File: config.mk
export PLATFORM = sky130hd
export DESIGN_NAME = seg_write_sequencer_flat
export DESIGN_NICKNAME = d
export VERILOG_FILES = /design/src/rtl/seg_write_sequencer_if.sv /design/src/rtl/seg_write_sequencer.sv /design/src/flat_wrapper.sv
export SDC_FILE = /design/constraint.sdc
export NUM_CORES = 1
export LEC_CHECK = 0
export CAP_MARGIN = 40
export CORE_MARGIN = 2
export CORE_UTILIZATION = 56
export CTS_CLUSTER_DIAMETER = 80
export DETAILED_ROUTE_END_ITERATION = 10
export DONT_BUFFER_PORTS = 1
export GPL_TIMING_DRIVEN = 0
export PLACE_DENSITY = 0.82
export SLEW_MARGIN = 25
export SYNTH_ARGS = -nofsm -noshare
export SYNTH_HDL_FRONTEND = slang
export SYNTH_SLANG_ARGS = --single-unit
export TNS_END_PERCENT = 50
File: constraint.sdc
create_clock -name CLK -period 1.65 [get_ports CLK]
set_clock_uncertainty 0.1 [all_clocks]
set_input_delay 0.495 -clock CLK [delete_from_list [all_inputs] [get_ports CLK]]
set_output_delay 0.495 -clock CLK [all_outputs]
set_load 0.1 [all_outputs]
File: src/rtl/seg_write_sequencer_if.sv
// Request/grant and display write-port bundle for the segment write sequencer.
interface seg_write_sequencer_if;
  logic        req0;
  logic [31:0] data0;
  logic        ack0;
  logic        req1;
  logic [31:0] data1;
  logic        ack1;
  logic [3:0]  num;
  logic [2:0]  sel;
  logic        wr;
  logic        busy;

  // Requester / observer side
  modport master (
    output req0, data0, req1, data1,
    input  ack0, ack1, num, sel, wr, busy
  );

  // Sequencer side
  modport slave (
    input  req0, data0, req1, data1,
    output ack0, ack1, num, sel, wr, busy
  );
endinterface

File: src/rtl/seg_write_sequencer.sv
// Round-robin write scheduler feeding an 8-digit seven-segment display port.
// Latches one 32-bit image per grant and writes digits 0..7 in order, with
// GAP idle cycles between consecutive digit writes. All outputs registered.
module seg_write_sequencer #(
  parameter int unsigned GAP = 0
) (
  input  logic                 CLK,
  input  logic                 rst,
  seg_write_sequencer_if.slave bus
);

  typedef enum logic [1:0] {IDLE, WRITE, GAP_WAIT} state_t;

  // Final gap-counter value before moving on to the next digit.
  localparam logic [3:0] GAP_LAST = 4'(GAP - 1);

  state_t      state_q, state_d;
  logic        last_q, last_d;
  logic [2:0]  dig_q, dig_d;
  logic [3:0]  gap_q, gap_d;
  logic [31:0] shadow_q, shadow_d;
  logic [3:0]  num_q, num_d;
  logic [2:0]  sel_q, sel_d;
  logic        wr_q, wr_d;
  logic        ack0_q, ack0_d;
  logic        ack1_q, ack1_d;
  logic        busy_q, busy_d;

  logic        gnt0, gnt1;
  logic [2:0]  dig_nxt;
  logic [3:0]  nib_nxt;

  // Round robin: on a tie, requester 1 wins only if 0 was granted last.
  assign gnt1    = bus.req1 & (~bus.req0 | ~last_q);
  assign gnt0    = bus.req0 & ~gnt1;
  assign dig_nxt = dig_q + 3'd1;
  assign nib_nxt = shadow_q[{dig_nxt, 2'b00} +: 4];

  // State and registered outputs
  always_ff @(posedge CLK or negedge rst) begin
    if (!rst) begin
      state_q  <= IDLE;
      last_q   <= 1'b1;
      dig_q    <= 3'd0;
      gap_q    <= 4'd0;
      shadow_q <= 32'd0;
      num_q    <= 4'd0;
      sel_q    <= 3'd0;
      wr_q     <= 1'b0;
      ack0_q   <= 1'b0;
      ack1_q   <= 1'b0;
      busy_q   <= 1'b0;
    end else begin
      state_q  <= state_d;
      last_q   <= last_d;
      dig_q    <= dig_d;
      gap_q    <= gap_d;
      shadow_q <= shadow_d;
      num_q    <= num_d;
      sel_q    <= sel_d;
      wr_q     <= wr_d;
      ack0_q   <= ack0_d;
      ack1_q   <= ack1_d;
      busy_q   <= busy_d;
    end
  end

  // Next state: arbitration in IDLE, digit/gap sequencing otherwise
  always_comb begin
    state_d  = state_q;
    last_d   = last_q;
    dig_d    = dig_q;
    gap_d    = gap_q;
    shadow_d = shadow_q;
    case (state_q)
      IDLE: begin
        if (gnt0 | gnt1) begin
          state_d  = WRITE;
          dig_d    = 3'd0;
          last_d   = gnt1;
          shadow_d = gnt1 ? bus.data1 : bus.data0;
        end
      end
      WRITE: begin
        if (dig_q == 3'd7) begin
          state_d = IDLE;
        end else if (GAP == 0) begin
          dig_d = dig_nxt;
        end else begin
          state_d = GAP_WAIT;
          gap_d   = 4'd0;
        end
      end
      GAP_WAIT: begin
        if (gap_q == GAP_LAST) begin
          state_d = WRITE;
          dig_d   = dig_nxt;
        end else begin
          gap_d = gap_q + 4'd1;
        end
      end
      default: state_d = IDLE;
    endcase
  end

  // Output next values; sel/num hold between writes
  always_comb begin
    num_d  = num_q;
    sel_d  = sel_q;
    wr_d   = 1'b0;
    ack0_d = 1'b0;
    ack1_d = 1'b0;
    busy_d = busy_q;
    case (state_q)
      IDLE: begin
        busy_d = 1'b0;
        if (gnt0 | gnt1) begin
          // Digit 0 comes straight from the granted requester's data.
          ack0_d = gnt0;
          ack1_d = gnt1;
          wr_d   = 1'b1;
          sel_d  = 3'd0;
          num_d  = gnt1 ? bus.data1[3:0] : bus.data0[3:0];
          busy_d = 1'b1;
        end
      end
      WRITE: begin
        if (dig_q == 3'd7) begin
          busy_d = 1'b0;
        end else if (GAP == 0) begin
          wr_d  = 1'b1;
          sel_d = dig_nxt;
          num_d = nib_nxt;
        end
      end
      GAP_WAIT: begin
        if (gap_q == GAP_LAST) begin
          wr_d  = 1'b1;
          sel_d = dig_nxt;
          num_d = nib_nxt;
        end
      end
      default: busy_d = 1'b0;
    endcase
  end

  assign bus.num  = num_q;
  assign bus.sel  = sel_q;
  assign bus.wr   = wr_q;
  assign bus.ack0 = ack0_q;
  assign bus.ack1 = ack1_q;
  assign bus.busy = busy_q;

endmodule

File: src/flat_wrapper.sv
// flat-port wrapper written by rule: the top's interface ports become plain ports
module seg_write_sequencer_flat 
#(
  parameter int unsigned GAP = 0
)
  (CLK, rst, bus_req0, bus_data0, bus_req1, bus_data1, bus_ack0, bus_ack1, bus_num, bus_sel, bus_wr, bus_busy);
  seg_write_sequencer_if bus_i ();
  input  logic CLK;
  input  logic rst;
  input wire logic [$bits(bus_i.req0)-1:0] bus_req0;
  input wire logic [$bits(bus_i.data0)-1:0] bus_data0;
  input wire logic [$bits(bus_i.req1)-1:0] bus_req1;
  input wire logic [$bits(bus_i.data1)-1:0] bus_data1;
  output wire logic [$bits(bus_i.ack0)-1:0] bus_ack0;
  output wire logic [$bits(bus_i.ack1)-1:0] bus_ack1;
  output wire logic [$bits(bus_i.num)-1:0] bus_num;
  output wire logic [$bits(bus_i.sel)-1:0] bus_sel;
  output wire logic [$bits(bus_i.wr)-1:0] bus_wr;
  output wire logic [$bits(bus_i.busy)-1:0] bus_busy;
  assign bus_i.req0 = bus_req0;
  assign bus_i.data0 = bus_data0;
  assign bus_i.req1 = bus_req1;
  assign bus_i.data1 = bus_data1;
  assign bus_ack0 = bus_i.ack0;
  assign bus_ack1 = bus_i.ack1;
  assign bus_num = bus_i.num;
  assign bus_sel = bus_i.sel;
  assign bus_wr = bus_i.wr;
  assign bus_busy = bus_i.busy;
  seg_write_sequencer #(.GAP(GAP)) u_core (.CLK(CLK), .rst(rst), .bus(bus_i));
endmodule
# Word level (Yosys, flattened, before mapping)
# Index checks and enable logic that the tools add are counted.
# classes
n_addsub	2
mul	0
div	0
order_cmp	0
eq_ne	8
shifts	1
n_mux	24
bitwise	9
n_reduce_logical	7
# ops
op	count
2-to-1 mux 32 bit	1
variable part select 32 x 6 -> 4 bit	1
2-to-1 mux 4 bit	4
one-hot mux 4 bit (3 select lines)	1
2-to-1 mux 3 bit	3
one-hot mux 3 bit (3 select lines)	1
2-to-1 mux 1 bit	8
2-to-1 mux 2 bit	3
!= test 2 x 1 -> 1 bit, second input constant	3
one-hot mux 1 bit (3 select lines)	2
one-hot mux 2 bit (3 select lines)	1
AND reduction 2 bit	3
NOT 1 bit	5
adder 4 x 1 -> 4 bit, second input constant	1
== test 4 bit, second input constant	1
AND reduction 4 bit	1
adder 3 x 1 -> 3 bit, second input constant	1
== test 3 bit, second input constant	1
AND reduction 3 bit	1
nonzero test 3 bit	1
bitwise AND 1 bit	2
== test 2 x 1 -> 1 bit, second input constant	1
== test 2 bit, second input constant	1
zero test 2 bit	1
2 further kinds	3
# totals
regBits	50
latch_bits	0
ramBits	0
romBits	0
input_bits	68
out_inout_bits	11
wordCells	61
memories	0

# Longest topological paths before layout
# depth
ltp_word	8
ltp_mapped	7

# Least setup slack after synthesis
# Ideal clock, no wire load.
# synth_path
path_type	register to register
start	register, netlist name u_core.bus.sel[0]
end	register u_core.num_q[0], in the netlist u_core.bus.num[0]
setup_ns	0.083
arrival_ns	1.995
t_required_ns	1.467
slack_ns	-0.528
path_stages_with_launch	8
n_path_buf	1
synth_period_minus_slack_ns	2.178
cell_sequence	dfrtp_1 > ha_1 > ha_1 > inv_1 > nand2_1 > clkbuf_1 > o21ai_0 > o22ai_1
# synth_lines
item	line_no	rtl
to (signal assigned)	seg_write_sequencer.sv:59	num_q <= num_d;
to (decl)	seg_write_sequencer.sv:22	logic [3:0] num_q, num_d;

==> results.txt <==
The run finished, with violations left. The checks that failed: hold timing, setup timing. The worst path setup slack after routing is -187 ps. The number of max-cap violations came out at 0.

At the later pin of the worst-skew pair, clock insertion delay measures 300 ps. In this run the count of I/O pins placed on the die edge is 79. The HPWL after detailed placement came out at 4020 um.

After synthesis the cells add up to 2280 um2. At the worst endpoint, the arrival time is 1920 ps. The chip width is 67.9 um. The final clock period utilization by the worst path is 111%. The critical path's slowest cell is sky130_fd_sc_hd__dfrtp_4. After synthesis, the cell types taking the most area are sky130_fd_sc_hd__dfrtp_1 (48%), sky130_fd_sc_hd__nand2_1 (12%), sky130_fd_sc_hd__a31oi_1 (7.7%). The number of detailed-route iterations in the first pass is 4. The fraction of power consumed by sequential logic came out at 37.0%. The worst relative slew slack is 67.4%.

The post-placement setup slack is -256 ps. Port buffering added 0 buffers. The sum of routed wire length over all layers is 5660 um. Entering global routing, the biggest net connects 46 pins.

In this run the standard cell core region covers 3970 um2. Counting distinct cell types in the post-synthesis netlist gives 27. The number of instances in the synthesized netlist is 256. Setup slack on the worst reg-to-reg path comes out at -190 ps. The first-pass GRT wire length is 8890 um. The transition at the pin with the smallest max-transition slack is 489 ps. The combinational share of power is 52.2%.

The total power divided by cell area came out at 2460 nW/um2. STA classifies the critical path startpoint as a flop. The highest clock rate came out at 0.544 GHz. The leakage power figure came out at 1.22 nW. The starting density of the core came out at 57.5%. The net count after synthesis is 327. Among cell families on the critical path, the largest total delay comes from flip-flops. In this run, CTS created clock tree buffers numbering 5. The kind of end point of the critical path is a flop. Summed over all nets, the switching power comes to 0.00313 W. The average detailed-routed wire length per instance is 17.1 um.

The biggest cell delay along the critical path is 650 ps. From synthesis to final layout, the design area changed by 23.1%. The number of buffers and inverters on the critical path is 3. The Yosys warning count is 0. The CTS clock-pin slew for the worst setup and hold paths came out at 80 ps. The final max-slew violation count came to 0. The proportion of total power due to net switching came out at 45.1%.

The number of global-route vias before repair is 1,856. The data required time of the worst path is 1740 ps. The placed instance count is 314. Setup violations remaining at the end of the flow were counted as 5.

The TritonCTS sink count came out at 45. The CTS root buffer is sky130_fd_sc_hd__clkbuf_8. The top cell type's share of synthesized area is 48.2%. In this design, the critical path's most frequently occurring cell is sky130_fd_sc_hd__buf_8. The biggest area contributor in the post-synthesis netlist is sky130_fd_sc_hd__dfrtp_1.

The average vias per placed instance is 5.79. The total inserted antenna cells came out at 0. The worst supply voltage drop on vdd came out at 0.000936 V. The worst-case hold slack is -217 ps. The proportion of layout cells with a drive suffix above 1 came out at 27.4%. The number of antenna violations at the first check in global routing is 0. Of the total power, the clock network draws 10.8%. The floorplan step set the die height to 67.9 um. After global routing the overflow that remains totals 0. The number of endpoints with negative hold slack in the final report is 45. The total track usage came out at 26.8%. The sequential-to-total area share from yosys stat is 49.3%.

The worst-path maximum fanout came out at 8. The worst setup path is of the reg2reg kind. Walking the worst path, the cells encountered are buf_8, buf_8, buf_4, mux2i_1, nand2_1, o21ai_2, o22ai_1.

Setup repair after global routing could not meet its margin everywhere. Cell internal power was estimated by the tool at 0.00380 W. The min-delay analysis places its worst path in the category in2async. The buffer levels on the longest clock path came out at 2. The shortest clock period the worst path allows after layout came out at 1840 ps. TritonCTS built the clock tree. The post-layout instance count excluding filler cells came out at 331.

The flip-flop and latch count after synthesis came out at 45. The DRC violation count after routing is 0. The number of placement rows came out at 23.

Averaged over all synthesized cells, the footprint is 8.92 um2. Measured on the finished design, the core utilization comes to 70.8%. The depth of the CTS H-tree came out at 2. The final layout net count is 351. Tracing the worst setup path back leads to its startpoint at u_core.bus.sel[0]. The startpoint identified for the worst register-to-register timing path is u_core.bus.sel[0]. The floorplan step defined a die boundary enclosing 4610 um2. The routed layout has 1,916 vias. The count of nets left with antenna violations once routing finished came out at 0.

In this run, the number of DRC markers left after iteration 0 of detailed routing was 113. The placer congestion estimate is 0.839.
repair_timing:
action	CTS	global route
pin swaps	4	5
setup endpoints to repair	11	29
cloned	0	1
setup buffers	1	8
resized for setup	21	15
hold endpoints to repair	45	45
cells in the mapped netlist:
master,number
sky130_fd_sc_hd__a21boi_2,1
sky130_fd_sc_hd__nand3_1,5
sky130_fd_sc_hd__clkbuf_1,1
sky130_fd_sc_hd__o21ai_0,8
sky130_fd_sc_hd__nor2b_1,1
sky130_fd_sc_hd__dfrtp_1,44
sky130_fd_sc_hd__mux4_2,4
sky130_fd_sc_hd__o21ai_1,5
sky130_fd_sc_hd__a21bo_2,1
sky130_fd_sc_hd__a21o_1,1
sky130_fd_sc_hd__nor2_2,2
sky130_fd_sc_hd__buf_4,4
sky130_fd_sc_hd__o221ai_1,4
sky130_fd_sc_hd__buf_6,2
sky130_fd_sc_hd__o22ai_1,4
sky130_fd_sc_hd__buf_2,11
sky130_fd_sc_hd__clkbuf_2,1
sky130_fd_sc_hd__inv_1,4
sky130_fd_sc_hd__mux2i_1,4
sky130_fd_sc_hd__mux2_2,4
sky130_fd_sc_hd__and3_1,5
sky130_fd_sc_hd__o21a_1,1
sky130_fd_sc_hd__a31oi_1,28
sky130_fd_sc_hd__ha_1,3
sky130_fd_sc_hd__dfstp_2,1
sky130_fd_sc_hd__nor2_1,37
sky130_fd_sc_hd__nand2_1,70
registers in the layout, summed over array words and instances (netlist names):
register / count
u_core.bus.ack1: 1
u_core.shadow_q: 32
u_core.bus.num: 4
u_core.bus.busy: 1
u_core.bus.wr: 1
u_core.state_q: 1
u_core.bus.sel: 3
u_core.bus.ack0: 1
u_core.last_q: 1
power groups by stage:
stage / combinational [W] / sequential [W] / clock, W
2_1_floorplan: 0.00188 / 0.00278 / 0
3_3_place_gp: 0.00223 / 0.00287 / 0
3_5_place_dp: 0.00302 / 0.00256 / 0
4_1_cts: 0.00323 / 0.00255 / 0.000749
5_1_grt: 0.00391 / 0.00262 / 0.000800
6_report: 0.00362 / 0.00256 / 0.000745
metrics by stage:
| stage | power, W | area, um2 | hold slack (ps) | TNS (ps) |
|---|---|---|---|---|
| final | 0.00693 | 2810 | -217 | -663 |
| after global routing | 0.00734 | 2810 | -236 | -983 |
| after CTS | 0.00653 | 2690 | -220 | -830 |
| after detailed placement | 0.00558 | 2520 | 101 | -1120 |
| after global placement | 0.00511 | 2400 | 101 | -857 |
| after floorplan | 0.00466 | 2340 | 99.4 | -469 |
cell usage in the layout (no fill, tap or decap), drive strengths merged:
cell | Yosys | layout
nand2 | 70 | 70
dfrtp | 44 | 44
nor2 | 39 | 39
buf | 17 | 33
a31oi | 28 | 28
o21ai | 13 | 13
clkbuf | 2 | 10
and3 | 5 | 5
nand3 | 5 | 5
mux4 | 4 | 4
mux2i | 4 | 4
o221ai | 4 | 4
o22ai | 4 | 4
mux2 | 4 | 4
inv | 4 | 3
ha | 3 | 3
clkinv | 0 | 2
a21bo | 1 | 1
a21boi | 1 | 1
nor2b | 1 | 1
a21o | 1 | 1
o21a | 1 | 1
dfstp | 1 | 1
metal layers:
metal	GRT usage [%]	share of wire, %	up-vias
met5	0	0	-
met4	9.75	1.4	0
met3	7.24	6.7	7
met2	45.3	50	66
met1	33.0	42	914
li1	-	-	929
final cells by class:
cell class | instances | area (um2)
buffer | 18 | 135
fill | 299 | 1160
tap | 50 | 62.6
clock inverter | 1 | 5.00
timing repair buffer | 18 | 218
clock buffer | 7 | 96.3
multi-input combinational | 188 | 1130
inverter | 4 | 22.5
sequential | 45 | 1140
worst register-to-register path, delay by kind of cell (launching register included):
family,cells,cell delay (ps)
DFF,1,650
muxes,1,270
and+or+nand+nor,1,100
buffers and inverters,3,440
AOI/OAI and AO/OA,2,160
kinds of logic after synthesis:
logic type | count (synthesis) | share of synthesized area, %
compound gates | 53 | 14.7
mux | 12 | 7.67
flops | 45 | 49.3
buf+inv | 23 | 5.75
simple gates | 120 | 20.9
fa+ha+maj | 3 | 1.64
final timing paths:
check                      depth (start not counted)                  to
min in group CLK                                   2  u_core.shadow_q[8]
max in group asynchronous                          0       u_core.last_q
setup reg to reg                                   7   u_core.bus.num[1]
hold reg to reg                                    2  u_core.shadow_q[2]
setup / recovery                                   7   u_core.bus.num[1]
hold / removal                                     0   u_core.bus.sel[2]
No activity file was read; power rests on OpenSTA's default activity.
